--- config.mk ---
export PLATFORM = sky130hd
export DESIGN_NAME = hazard_ctrl
export DESIGN_NICKNAME = d
export VERILOG_FILES = /design/src/rtl/cpu_types_pkg.sv /design/src/rtl/hazard_detect.sv /design/src/rtl/hazard_ctrl.sv
export SDC_FILE = /design/constraint.sdc
export NUM_CORES = 1
export LEC_CHECK = 0
export BUFFER_PORTS_ARGS = -buffer_cell sky130_fd_sc_hd__buf_4
export CORE_AREA = 3 3 40 42
export DETAILED_ROUTE_END_ITERATION = 10
export DIE_AREA = 0 0 43 45
export PLACE_DENSITY = 0.64
export SKIP_CTS_REPAIR_TIMING = 1
export SYNTH_ARGS = -nofsm -noshare
export SYNTH_HDL_FRONTEND = slang
export SYNTH_HIERARCHICAL = 1
export SYNTH_SLANG_ARGS = --single-unit
--- constraint.sdc ---
create_clock -name CLK -period 1.85 [get_ports CLK]
set_clock_uncertainty 0.05 [all_clocks]
set_input_delay 0.37 -clock CLK [delete_from_list [all_inputs] [get_ports CLK]]
set_output_delay 0.37 -clock CLK [all_outputs]
set_load 0.1 [all_outputs]
--- src/rtl/cpu_types_pkg.sv ---
// rtl/cpu_types_pkg.sv - shared pipeline sequencer types and latch control constants
package cpu_types_pkg;

  typedef enum logic [1:0] {
    RUN    = 2'd0,
    DWAIT  = 2'd1,
    HALTED = 2'd2
  } hazard_state_t;

  typedef struct packed {
    logic en;
    logic freeze;
    logic flush;
  } latch_ctrl_t;

  // Latch advances normally
  localparam latch_ctrl_t LC_ADVANCE = '{en: 1'b1, freeze: 1'b0, flush: 1'b0};
  // Latch holds its contents
  localparam latch_ctrl_t LC_FREEZE  = '{en: 1'b0, freeze: 1'b1, flush: 1'b0};
  // Latch loads a bubble
  localparam latch_ctrl_t LC_FLUSH   = '{en: 1'b1, freeze: 1'b0, flush: 1'b1};

endpackage

--- src/rtl/hazard_detect.sv ---
// rtl/hazard_detect.sv - combinational load-use hazard compare between EX and ID
module hazard_detect #(
  parameter int REG_W = 5
) (
  input  logic             ex_memread,
  input  logic [REG_W-1:0] ex_rd,
  input  logic [REG_W-1:0] id_rs1,
  input  logic [REG_W-1:0] id_rs2,
  output logic             load_use
);

  // x0 is hardwired zero, so a load targeting it never creates a dependency
  always_comb begin
    load_use = ex_memread && (ex_rd != '0) &&
               ((ex_rd == id_rs1) || (ex_rd == id_rs2));
  end

endmodule

--- src/rtl/hazard_ctrl.sv ---
// rtl/hazard_ctrl.sv - pipeline sequencer: stalls, flushes, redirects, halt (optional HAZARD_PERF_CNT_EN counters)
module hazard_ctrl #(
  parameter int REG_W = 5
`ifdef HAZARD_PERF_CNT_EN
  , parameter int CNT_W = 32
`endif
) (
  input  logic             CLK,
  input  logic             RST,
  input  logic             ihit,
  input  logic             dhit,
  input  logic             mem_dren,
  input  logic             mem_dwen,
  input  logic             ex_memread,
  input  logic [REG_W-1:0] ex_rd,
  input  logic [REG_W-1:0] id_rs1,
  input  logic [REG_W-1:0] id_rs2,
  input  logic             ex_redirect,
  input  logic             wb_halt,
  output logic             pc_en,
  output logic             ifid_en,
  output logic             ifid_freeze,
  output logic             ifid_flush,
  output logic             idex_en,
  output logic             idex_freeze,
  output logic             idex_flush,
  output logic             exmem_en,
  output logic             exmem_freeze,
  output logic             exmem_flush,
  output logic             memwb_en,
  output logic             memwb_freeze,
  output logic             memwb_flush,
`ifdef HAZARD_PERF_CNT_EN
  output logic [CNT_W-1:0] stall_cnt,
  output logic [CNT_W-1:0] flush_cnt,
`endif
  output logic             halt
);

  import cpu_types_pkg::*;

  hazard_state_t state;
  latch_ctrl_t   ifid_c, idex_c, exmem_c, memwb_c;
  logic          load_use;
  logic          dstall;

  hazard_detect #(.REG_W(REG_W)) u_detect (
    .ex_memread (ex_memread),
    .ex_rd      (ex_rd),
    .id_rs1     (id_rs1),
    .id_rs2     (id_rs2),
    .load_use   (load_use)
  );

  // Resolve latch controls by priority: halted > dmem stall > redirect > load-use > fetch miss
  always_comb begin
    pc_en   = ihit;
    ifid_c  = ihit ? LC_ADVANCE : LC_FLUSH;
    idex_c  = LC_ADVANCE;
    exmem_c = LC_ADVANCE;
    memwb_c = LC_ADVANCE;
    dstall  = 1'b0;
    case (state)
      HALTED: begin
        pc_en   = 1'b0;
        ifid_c  = LC_FREEZE;
        idex_c  = LC_FREEZE;
        exmem_c = LC_FREEZE;
        memwb_c = LC_FREEZE;
      end
      default: begin
        // Once waiting, only dhit releases the stall; EX/MEM contents are frozen meanwhile
        dstall = (state == DWAIT) ? !dhit : ((mem_dren || mem_dwen) && !dhit);
        if (dstall) begin
          pc_en   = 1'b0;
          ifid_c  = LC_FREEZE;
          idex_c  = LC_FREEZE;
          exmem_c = LC_FREEZE;
          memwb_c = LC_FLUSH;
        end else if (ex_redirect) begin
          // Younger instructions are squashed, so any load-use match is moot
          pc_en  = 1'b1;
          ifid_c = LC_FLUSH;
          idex_c = LC_FLUSH;
        end else if (load_use) begin
          pc_en  = 1'b0;
          ifid_c = LC_FREEZE;
          idex_c = LC_FLUSH;
        end
      end
    endcase
  end

  assign {ifid_en,  ifid_freeze,  ifid_flush}  = ifid_c;
  assign {idex_en,  idex_freeze,  idex_flush}  = idex_c;
  assign {exmem_en, exmem_freeze, exmem_flush} = exmem_c;
  assign {memwb_en, memwb_freeze, memwb_flush} = memwb_c;

  // Sequencer state and sticky halt flag; HALTED is left only through RST
  always_ff @(posedge CLK) begin
    if (RST) begin
      state <= RUN;
      halt  <= 1'b0;
    end else begin
      case (state)
        HALTED: state <= HALTED;
        default: begin
          if (wb_halt && !(state == DWAIT && dstall)) begin
            state <= HALTED;
            halt  <= 1'b1;
          end else if (dstall) begin
            state <= DWAIT;
          end else begin
            state <= RUN;
          end
        end
      endcase
    end
  end

`ifdef HAZARD_PERF_CNT_EN
  // Free-running wrap-around counters of lost fetch cycles and ID/EX bubbles while live
  always_ff @(posedge CLK) begin
    if (RST) begin
      stall_cnt <= '0;
      flush_cnt <= '0;
    end else if (state != HALTED) begin
      if (!pc_en)     stall_cnt <= stall_cnt + CNT_W'(1);
      if (idex_flush) flush_cnt <= flush_cnt + CNT_W'(1);
    end
  end
`endif

endmodule

# Word-level counts from Yosys, hierarchy flattened
# Index checks and enable logic that the tools add are counted.
[word_totals] reg_bits=3 in_bits=24
[op_classes] eq_ne=4 mux=22 n_bitwise=1 reduce_logical=12
[op_table] cell="3-bit two-way mux" count=9
[op_table] cell="1-bit two-way mux" count=11
[op_table] cell="5-bit equality test" count=2
[op_table] cell="1-bit logical AND" count=5
[op_table] cell="5-bit nonzero test" count=1
[op_table] cell="2-bit two-way mux" count=2
[op_table] cell="3-bit OR reduction" count=1
[op_table] cell="2-bit by 1-bit equality test with 1-bit output (second input constant)" count=1
[op_table] cell="2-bit equality test (second input constant)" count=1
[op_table] cell="1-bit zero test" count=2
[op_table] cell="1-bit logical OR" count=2
[op_table] cell="2-bit AND reduction" count=1
[op_table] cell="1-bit NOT" count=1

# Logic depth before layout (Yosys ltp)
[logic_depth] word_depth=9 mapped_depth=7

# Hierarchy
# The synthesis kept the hierarchy.
[modules_own_cells] mod="hazard_ctrl" n_inst=1 cells_each=36 area_each_um2=255.2 seq_area_each_um2=60.1
[modules_own_cells] mod="hazard_detect" n_inst=1 cells_each=17 area_each_um2=125.1 seq_area_each_um2=0.0

# Worst setup path before layout
# Ideal clock, no wire load.
[synth_timing] kind="input to output" from="input ex_rd[0]" to="output idex_flush" arrival_ns=3.276 t_required_ns=1.430 path_slack_ns=-1.846 path_stages=6 cell_sequence="xor2_1 nor3_1 nand3_1 a21oi_1 inv_1 a211oi_1"
[synth_via] elab_chain_len=7
[synth_rtl] item="start, declared" line_no="hazard_ctrl.sv:15" text="input logic [REG_W-1:0] ex_rd,"
[synth_rtl] item="5-bit equality test or 5-bit nonzero test (tied branches)" line_no="hazard_detect.sv:15, hazard_detect.sv:14"
[synth_rtl] item="1-bit logical OR or 1-bit logical AND (tied branches)" line_no="hazard_detect.sv:15, hazard_detect.sv:14"
[synth_rtl] item="1-bit logical AND (*)" line_no="hazard_detect.sv:14" text="load_use = ex_memread && (ex_rd != '0) &&"
[synth_rtl] item="named net load_use" line_no="hazard_ctrl.sv:44" text="logic load_use;"
[synth_rtl] item="1-bit two-way mux (*)" line_no="hazard_ctrl.sv:85" text="end else if (load_use) begin"
[synth_rtl] item="1-bit two-way mux (*)" line_no="hazard_ctrl.sv:80" text="end else if (ex_redirect) begin"
[synth_rtl] item="3-bit two-way mux (*)" line_no="hazard_ctrl.sv:74" text="if (dstall) begin"
[synth_rtl] item="3-bit two-way mux (*)" line_no="hazard_ctrl.sv:63" text="case (state)"
[synth_rtl] item="end, declared" line_no="hazard_ctrl.sv:26" text="output logic idex_flush,"
# Mark *: on every way through the listed nets, which the timed path passes. The rest lies on a longest branch.

# Final worst setup path
[layout_timing] from="input id_rs2[4]" to="output idex_flush"
[layout_via] elab_chain_len=7
[layout_rtl] item="start, declared" line_no="hazard_ctrl.sv:17" text="input logic [REG_W-1:0] id_rs2,"
[layout_rtl] item="5-bit equality test" line_no="hazard_detect.sv:15" text="((ex_rd == id_rs1) || (ex_rd == id_rs2));"
[layout_rtl] item="1-bit logical OR" line_no="hazard_detect.sv:15"
[layout_rtl] item="1-bit logical AND" line_no="hazard_detect.sv:14"
[layout_rtl] item="named net load_use" line_no="hazard_ctrl.sv:44"
[layout_rtl] item="1-bit two-way mux" line_no="hazard_ctrl.sv:85"
[layout_rtl] item="1-bit two-way mux" line_no="hazard_ctrl.sv:80"
[layout_rtl] item="3-bit two-way mux" line_no="hazard_ctrl.sv:74"
[layout_rtl] item="3-bit two-way mux" line_no="hazard_ctrl.sv:63"
# The timed path passes the listed nets, and every way through them passes these cells.

==> impl_metrics.py <==
metrics = {
    "critical_path": {
        "timing.rr.start": "state[1]",
        "r2r-end": "halt",
        "endpoint_kind": "output port",
        "start_kind": "input port",
        "cp.arrival_ps": 1810,
        "worstSetupPathType": "input port to output port",
        "cp_top_family": "compound AO/OA/AOI/OAI gates",
        "setup.reg_to_reg.worst_slack_ps": 600,
        "cpPeakStageDelay_ps": 260,
        "crit_chain": "buf_6 -> xor2_1 -> nor3_1 -> nand3_1 -> a21oi_4 -> inv_2 -> a211oi_4 -> buf_12",
        "cp_max_fo": 4,
        "crit_buf_inv": 3,
        "ff2ff_path_depth": 5,
        "crit_path_top_delay_cell": "sky130_fd_sc_hd__a21oi_4",
        "worst_ep_required_time_ps": 1430,
    },
    "power": {
        "pwr_density_cell_mw_per_mm2": 681,
        "p_total_mw": 0.678,
        "static-leakage-power_nw": 0.425,
        "power.ir.vdd_worst_v": 0.000406,
    },
    "floorplan": {
        "dieHeight_um": 45,
        "initial_core_util_pct": 29.6,
        "core_box_area_mm2": 0.00128,
        "design.die.area_mm2": 0.00194,
        "pin_count": 38,
        "die_width_um": 43,
        "rows": 13,
    },
    "global_routing": {
        "initial_antenna_violation_count": 0,
        "total_global_route_track_usage_pct": 11.4,
        "globalRouteOverflowTotal": 0,
        "grt_pass1_wl_um": 1730,
        "first_global_vias": 461,
        "pin_count_of_the_biggest_net_entering_global_routing": 9,
    },
    "place": {
        "detailed_place.area_um2": 776,
        "dpl.cell_count": 104,
        "place_ws_ps": -474,
        "place.gp.congestion": 0.700,
        "dpl.hpwl_um": 986,
        "place.port_buffers": 36,
    },
    "finish": {
        "synthToLayoutAreaGrowth_pct": 162,
        "fin_nets": 122,
        "share_of_final_layout_standard_cells_stronger_than_drive_strength_1_pct": 71.1,
        "multi_input_comb_area_um2": 407,
        "fin_area_um2": 995,
        "ff_latch_area_um2": 65.1,
        "finalNonFillerCells": 112,
        "antennaDiodeCount": 0,
        "fill_cells": 97,
    },
    "clock_network": {
        "cts_tree": "built",
        "worst_skew_pair.late_latency_ps": 230,
        "clk_pin_slew_ps": 40,
        "cts_max_path_buffers": 2,
        "h_tree_depth": 1,
        "clockRootBuffer": "sky130_fd_sc_hd__clkbuf_4",
        "numClockSinks": 3,
        "numCtsBuffers": 3,
    },
    "synthesis": {
        "avgSynthCellArea_um2": 7.18,
        "yosys.area.top_type_share_pct": 15.8,
        "syn_inst": 53,
        "number_of_library_cell_types_mapped_by_synthesis": 23,
        "ys_top_cells_by_area": "sky130_fd_sc_hd__dfxtp_1 (16%), sky130_fd_sc_hd__xor2_1 (14%), sky130_fd_sc_hd__xnor2_1 (9.2%), sky130_fd_sc_hd__a211oi_1 (7.9%), sky130_fd_sc_hd__buf_4 (7.9%)",
        "mappedNetlistArea_um2": 380,
        "postSynthNetCount": 77,
        "ys_seq_area_share_pct": 15.8,
        "post_synth_most_frequent_cells": "sky130_fd_sc_hd__nor2_1 (7), sky130_fd_sc_hd__xor2_1 (6)",
        "yosys_warnings": 6,
        "synth_seq_cells": 3,
        "post_synth_edffs": 0,
        "synth_largest_area_cell": "sky130_fd_sc_hd__dfxtp_1",
        "ys_dominant_reg_cell": "sky130_fd_sc_hd__dfxtp_1",
        "synthMostInstantiatedCell": "sky130_fd_sc_hd__nor2_1",
        "ys_async_sr_fraction_pct": 0,
    },
    "hold_path": {
        "worst_hold_path_endpoint": "state[1]",
        "worstHoldStart": "RST",
        "timing.hold.worst.class": "input port to flop",
        "hold_depth": 2,
    },
    "route": {
        "post_detailed_route_drc_marker_count": 0,
        "wire_per_inst_um": 12.8,
        "routed_wl_um": 1430,
        "initialDrtViolationCount": 0,
        "routed_via_count": 532,
        "avgViaCountPerCell": 4.75,
        "drt_pass1_iterations": 1,
        "detail-route-antenna-nets": 0,
    },
    "outcome": {
        "outcome": "finished with violations",
        "failed_checks": "negative setup slack",
    },
    "timing": {
        "finalWorstPathRequiredPeriod_ps": 2230,
        "postLayoutSetupSlackWorst_ps": -380,
        "timing.fmax_mhz": 449,
        "final_number_of_setup_violating_endpoints": 5,
        "layout_worst_path_cycle_share_pct": 121,
        "timing.hold.ws_ps": 255,
        "rsz0062_at_grt": "true",
        "drv_slew": 0,
        "finalHoldViolations": 0,
    },
    "job": {
        "drv.max_cap_violation_count": 0,
    },
}
[kinds of logic after synthesis]
| logic type | synth area share, % |
|---|---|
| AO/OA/AOI/OAI | 21.7 |
| adder cells (fa/ha/maj) | 2.63 |
| other | 0.986 |
| XOR/XNOR | 23.0 |
| buffers and inverters | 11.8 |
| flip-flops | 15.8 |
| AND/OR/NAND/NOR | 24.0 |
[worst max-delay path by stage]
stage,startpoint,end,slack (ps),cells after the start
2_1_floorplan,ex_rd[1],ifid_flush,-630,6
3_3_place_gp,ex_rd[1],ifid_flush,-480,8
3_5_place_dp,ex_rd[3],idex_flush,-470,8
4_1_cts,ex_rd[3],idex_flush,-470,8
5_1_grt,id_rs2[4],idex_flush,-460,8
6_report,id_rs2[4],idex_flush,-380,8
[cell usage in the layout (no fill, tap or decap), drive strengths merged, types with 3 or more instances in the layout]
master and n:
a211oi 4, a21oi 3, buf 44, clkbuf 4, dfxtp 3, inv 4
nor2 7, nor3 4, xnor2 4, xor2 6
[where the power goes]
group | total (mW) | internal, mW | switching (mW)
clock | 0.115 | 0.0808 | 0.0338
sequential | 0.0755 | 0.0694 | 0.00606
combinational | 0.487 | 0.180 | 0.308
total | 0.678 | 0.330 | 0.348
[state kept, by name, indices dropped and copies added, names as in the netlist]
name / flops
halt: 1
state: 2
[metal layers]
| layer | vias to the layer above | part of all wire (%) | wire length, um | global-route usage [%] |
|---|---|---|---|---|
| met3 | 0 | 9.4 | 135 | 3.98 |
| li1 | 266 | - | - | - |
| met2 | 29 | 55 | 788 | 21.9 |
| met5 | - | 0 | 0 | 0 |
| met1 | 237 | 35 | 507 | 12.2 |
| met4 | 0 | 0 | 0 | 1.81 |
[stage by stage]
step | utilization, % | TNS [ps]
6_report | 77.4 | -1660
5_1_grt | 77.4 | -2100
4_1_cts | 62.4 | -2450
3_5_place_dp | 60.4 | -2020
3_3_place_gp | 60.4 | -2060
2_1_floorplan | - | -2570
[area by class of cell]
class                           instances  area share [%]
Timing Repair Buffer                   44            46.5
Inverter                                4            1.51
Sequential cell                         3            6.54
Tap cell                               15            1.89
Clock buffer                            4            2.64
Multi-Input combinational cell         42            40.9
[worst reg2reg max path, cell delays in order (launching register included)]
cell                      delay, ps
sky130_fd_sc_hd__dfxtp_2        380
sky130_fd_sc_hd__nor2b_4        320
sky130_fd_sc_hd__buf_4          170
sky130_fd_sc_hd__inv_2           30
sky130_fd_sc_hd__a31oi_1        140
sky130_fd_sc_hd__nor2_1          60
Power figures use the tool's default switching activity.
